## src/rtl/chip_pkg.sv

```systemverilog
// Shared constants for the NAND-latch chip stimulus driver.
package chip_pkg;

  // Driver FSM state encoding
  localparam logic [2:0] ST_IDLE   = 3'd0;
  localparam logic [2:0] ST_DRIVE  = 3'd1;
  localparam logic [2:0] ST_SETTLE = 3'd2;
  localparam logic [2:0] ST_SAMPLE = 3'd3;
  localparam logic [2:0] ST_RESP   = 3'd4;

  // Chip pin levels that keep the latch closed
  localparam logic CHIP_G_IDLE    = 1'b0;
  localparam logic CHIP_NOTE_IDLE = 1'b1;

endpackage : chip_pkg

```

## src/rtl/chip_sync1.sv

```systemverilog
// Multi-stage 1-bit synchronizer for the asynchronous chip output.
module chip_sync1 #(
  parameter int unsigned STAGES = 2
) (
  input  logic clk,
  input  logic rst,
  input  logic d,
  output logic q
);

  logic [STAGES-1:0] stg;

  // Shift the asynchronous input through the flop chain
  always_ff @(posedge clk) begin
    if (rst) begin
      stg <= '0;
    end else begin
      stg <= {stg[STAGES-2:0], d};
    end
  end

  assign q = stg[STAGES-1];

endmodule : chip_sync1

```

## src/rtl/chip_stim_driver.sv

```systemverilog
// Drives one {G,notE} vector onto the NAND-latch chip, waits for it to
// settle, samples Y through a synchronizer and returns it with a check flag.
module chip_stim_driver #(
  parameter int unsigned SETTLE_CYC  = 4,
  parameter int unsigned SYNC_STAGES = 2,
  parameter int unsigned CNT_W       = 16
) (
  input  logic             clk,
  input  logic             rst,
  input  logic             req_valid,
  output logic             req_ready,
  input  logic             req_g,
  input  logic             req_note,
  input  logic             req_exp,
  input  logic             req_chk,
  output logic             rsp_valid,
  input  logic             rsp_ready,
  output logic             rsp_y,
  output logic             rsp_err,
  output logic             chip_g,
  output logic             chip_note,
  input  logic             chip_y,
  output logic [CNT_W-1:0] vec_cnt,
  output logic [CNT_W-1:0] err_cnt
);

  import chip_pkg::*;

  localparam int unsigned TMR_MAX = (SETTLE_CYC > SYNC_STAGES) ? SETTLE_CYC : SYNC_STAGES;
  localparam int unsigned TMR_W   = $clog2(TMR_MAX + 1);

  logic [2:0]       state;
  logic [2:0]       nextState;
  logic [TMR_W-1:0] tmr;
  logic             latExp;
  logic             latChk;
  logic             syncY;

  chip_sync1 #(
    .STAGES(SYNC_STAGES)
  ) uSync (
    .clk(clk),
    .rst(rst),
    .d  (chip_y),
    .q  (syncY)
  );

  // State register
  always_ff @(posedge clk) begin
    if (rst) begin
      state <= ST_IDLE;
    end else begin
      state <= nextState;
    end
  end

  // Next-state decode
  always_comb begin
    nextState = state;
    case (state)
      ST_IDLE:   if (req_valid) nextState = ST_DRIVE;
      ST_DRIVE:  nextState = ST_SETTLE;
      ST_SETTLE: if (tmr == '0) nextState = ST_SAMPLE;
      ST_SAMPLE: if (tmr == '0) nextState = ST_RESP;
      ST_RESP:   if (rsp_ready) nextState = ST_IDLE;
      default:   nextState = ST_IDLE;
    endcase
  end

  // Datapath: chip pins, phase timer, response and counters.
  // Chip pins load at acceptance so they change during the DRIVE cycle.
  always_ff @(posedge clk) begin
    if (rst) begin
      req_ready <= 1'b1;
      chip_g    <= CHIP_G_IDLE;
      chip_note <= CHIP_NOTE_IDLE;
      latExp    <= 1'b0;
      latChk    <= 1'b0;
      tmr       <= '0;
      rsp_valid <= 1'b0;
      rsp_y     <= 1'b0;
      rsp_err   <= 1'b0;
      vec_cnt   <= '0;
      err_cnt   <= '0;
    end else begin
      req_ready <= (nextState == ST_IDLE);
      case (state)
        ST_IDLE: begin
          if (req_valid) begin
            chip_g    <= req_g;
            chip_note <= req_note;
            latExp    <= req_exp;
            latChk    <= req_chk;
          end
        end
        ST_DRIVE: begin
          tmr <= TMR_W'(SETTLE_CYC - 1);
        end
        ST_SETTLE: begin
          if (tmr == '0) begin
            tmr <= TMR_W'(SYNC_STAGES - 1);
          end else begin
            tmr <= tmr - TMR_W'(1);
          end
        end
        ST_SAMPLE: begin
          if (tmr == '0) begin
            rsp_y     <= syncY;
            rsp_err   <= latChk & (syncY != latExp);
            rsp_valid <= 1'b1;
          end else begin
            tmr <= tmr - TMR_W'(1);
          end
        end
        ST_RESP: begin
          if (rsp_ready) begin
            rsp_valid <= 1'b0;
            rsp_err   <= 1'b0;
            vec_cnt   <= vec_cnt + CNT_W'(1);
            if (rsp_err && (err_cnt != '1)) begin
              err_cnt <= err_cnt + CNT_W'(1);
            end
          end
        end
        default: begin
          tmr <= '0;
        end
      endcase
    end
  end

endmodule : chip_stim_driver

```

## config.mk

```make
export PLATFORM = sky130hd
export DESIGN_NAME = chip_stim_driver
export DESIGN_NICKNAME = d
export VERILOG_FILES = /design/src/rtl/chip_pkg.sv /design/src/rtl/chip_sync1.sv /design/src/rtl/chip_stim_driver.sv
export SDC_FILE = /design/constraint.sdc
export NUM_CORES = 1
export LEC_CHECK = 0
export CAP_MARGIN = 5
export CORE_UTILIZATION = 44
export DETAILED_ROUTE_END_ITERATION = 7
export MAX_ROUTING_LAYER = met4
export PLACE_DENSITY = 0.7
export SYNTH_ARGS = -nofsm -noshare
export SYNTH_HDL_FRONTEND = slang
export SYNTH_SLANG_ARGS = --single-unit
export TNS_END_PERCENT = 1
```

## constraint.sdc

```tcl
create_clock -name clk -period 2.2 [get_ports clk]
set_clock_uncertainty 0.15 [all_clocks]
set_input_delay 0.44 -clock clk [delete_from_list [all_inputs] [get_ports clk]]
set_output_delay 0.44 -clock clk [all_outputs]
set_load 0.02 [all_outputs]
```

==> metrics <==
status=complete, no violations; post-synthesis cell type count=45; Mapped Cells=265; share of cells above drive strength 1=13.4%; worst r2r src=err_cnt[0]; share of the yosys chip area belonging to registers=~40%; VDD IR-drop max=0.317 mV; Final setup viols=0; Final Critical Period=2090 ps; post-route setup TNS=0 ps; Worst Hold Launch=uSync.stg[0]; DR pass1 iterations=4; Int Pwr=1210 uW; CTS H-tree depth=2; Layout area overhead=29.6%; all-layer global routing usage=19.4%; relative slew slack=74.2%; first-pass GRT wire length=8.06 mm; Adder-Cell Fraction of Synth Area=under 10%; Die Wd=74.9 um; Synth Area per Inst=around 9 sq um; worst min-delay path class=reg2reg; Hold Crit Endpoint=uSync.stg[1]; critical path class=in2reg; Synth Area in XOR/XNOR=4.49%; Fillers=between 400 and 500; mapped cell area=2340 sq um; DRC viols=0; post-synthesis simple-gate area fraction=31.2%; CP required=2240 ps; CP arrival=2120 ps; Initial Util=45.8%; Reg2Reg Depth=5; clk slew on worst S/H paths=80 ps; gr ovfl total=0; maximum root-to-sink buffer count=2; Clk pwr share=30.9%; port bufs=46; post-synthesis mux area share=6.95%; Layout Cells excl Fill=392; # rows=26; number of DRC markers in iteration 0=133; wire length per cell=about 12 um; vias=2068; fmax=about 480 MHz; n_diodes=0; Startpoint Class=primary input; initial antenna violation count=0; hpwl dp=3.40 mm; maximum capacitance violations=0; CTS tree=yes; Flop pwr share=56.1%; core area=just over 5000 sq um; final wirelength=4.89 mm; Tightest Pin Transition=around 390 ps; Combinational Power Share=between 10% and 20%; crit path max fanout=4; Final Hold Vio Count=0; Min-Delay Path Depth=1; RSZ-0062 raised after global routing=false; switching part of the total power=25.1%; leakage=0.00107 uW; Worst setup EP type=flop; fin crit share=94.8%; worst skew pair latency=about 300 ps; CTS Root Buffer Type=clkbuf_8; flops & latches, synth=48; cts hold-fix bufs=0; Synth Area in Compound Gates=10.5%; largest net degree at the start of global routing=60; Worst Hold Margin=around 300 ps; syn_nets=around 280; placed cells=385; net count reported at finish=335; total power after layout=1620 uW; Synth Warn #=0; # IOs=47; R2R Path End=err_cnt[12]; placer congestion estimate=0.874; pwr/cell area=roughly 530 nW/um^2; setup slack, reg-to-reg=130 ps; Net Sw Power=406 uW; largest family of logic cells by synthesized area=simple AND/OR/NAND/NOR gates; DRT antenna net count=0; CTS Buf Count=5; die span in y=~75 um; Avg Vias per Cell=about 5.3; CTS Sinks=48; Slew Limit Fails=0; vias in the first global route=1853; die area=between 5000 and 6000 sq um
==> layer usage <==
metal  GRT usage [%]  part of all wire [%]
met4            6.29                   1.0
met1            23.7                    49
met3            4.42                   4.4
met5               -                     0
met2            31.5                    46
==> cell usage in the layout (no fill, tap or decap), drive strengths merged, types with 5 or more instances in the layout <==
cell type / count
inv: 7
nor4: 8
clkdlybuf4s50: 45
xnor2: 6
mux2: 10
mux2i: 5
nand3: 17
clkbuf: 6
xor2: 6
nor2: 33
dfxtp: 48
nor2b: 16
nand2: 14
nand4: 9
buf: 17
a21oi: 19
o21ai: 6
==> how the worst max path moves through the flow <==
stage | depth (start not counted) | start | to
after CTS | 5 | rsp_ready | err_cnt[13]
after floorplan | 5 | err_cnt[0] | err_cnt[12]
after global routing | 6 | rsp_ready | err_cnt[4]
after global placement | 6 | rsp_ready | err_cnt[4]
after detailed placement | 5 | rsp_ready | err_cnt[13]
final | 5 | rsp_ready | err_cnt[13]
==> timing repair <==
action | CTS | global route
endpoints found under the setup margin | 0 | 2
buffers inserted | 0 | 0
resized for setup | 0 | 1
==> area by class of cell <==
cell class | instances | area [sq um] | share of cell area [%]
multi-input combinational | 198 | 1290 | 42.6
sequential | 48 | 961 | 31.7
timing repair buffer | 62 | 588 | 19.4
tap | 70 | 87.6 | 2.89
clock buffer | 6 | 72.6 | 2.39
inverter | 7 | 26.3 | 0.866
clock inverter | 1 | 5.00 | 0.165
==> flip-flops by register name, indices dropped and copies added, names as in the netlist <==
name / flops
err_cnt: 16
rsp_valid: 1
uSync.stg: 2
chip_g: 1
chip_note: 1
latExp: 1
req_ready: 1
vec_cnt: 16
latChk: 1
tmr: 3
rsp_y: 1
rsp_err: 1
state: 3
==> power groups by stage <==
stage	sequential [uW]	combinational, uW	clock, uW
after global placement	927	209	0
after global routing	911	237	551
after CTS	907	211	516
after detailed placement	927	210	0
after floorplan	934	136	0
final	907	211	499
==> worst max-delay path, cell delays in order <==
cell	delay, ps
clkdlybuf4s50_1	500
and4bb_2	300
nand4_1	180
nor4_1	350
mux2_1	350
==> Yosys cell counts <==
cell	n	area, sq um
dfxtp_1	48	961
nor2_1	33	124
a21oi_1	19	95.1
nor2b_1	16	100
nand3_1	14	70.1
nand2_1	13	48.8
mux2_2	9	101
nand4_1	9	56.3
clkbuf_1	7	26.3
inv_1	7	26.3
nor4_1	7	43.8
o21ai_0	6	30.0
xnor2_1	6	52.6
xor2_1	6	52.6
mux2i_1	5	50.1
a211oi_1	4	30.0
and4_1	4	35.0
ha_1	4	50.1
or2_2	4	25.0
or3_1	4	25.0
or4_1	4	30.0
and2_1	3	18.8
buf_2	3	15.0
nor3_1	3	15.0
o31ai_1	3	22.5
a211o_1	2	17.5
nand2b_1	2	12.5
nand3_2	2	20.0
o32ai_1	2	17.5
a21o_1	1	7.51
a22oi_1	1	7.51
and3_1	1	6.26
and4bb_1	1	12.5
buf_4	1	7.51
buf_6	1	11.3
mux2_1	1	11.3
nand2_2	1	6.26
nand3_4	1	17.5
nand3b_1	1	7.51
nand4bb_1	1	11.3
nor3b_1	1	7.51
nor4_4	1	21.3
nor4b_2	1	15.0
o211a_1	1	10.0
o41ai_1	1	8.76
==> per-stage QoR <==
| step | util (%) | setup slack [ps] | instance area, sq um |
|---|---|---|---|
| final | 59.4 | 114 | 3030 |
| after global routing | 59.4 | 6.88 | 3030 |
| after CTS | 59.4 | 93.5 | 3030 |
| after detailed placement | 57.9 | -221 | 2960 |
| after global placement | 57.9 | -187 | 2960 |
| after floorplan | - | 140 | 2340 |
==> cell families (layout without fill, tap and decap cells) <==
family                     count (synthesis)  count (layout)
AOI/OAI and AO/OA                         40              40
xor gates and xnor gates                  12              12
adders and majority gates                  4               4
buffers and inverters                     19              76
DFF                                       48              48
muxes                                     15              15
and+or+nand+nor                          127             127
No activity file was read; power rests on OpenSTA's default activity.
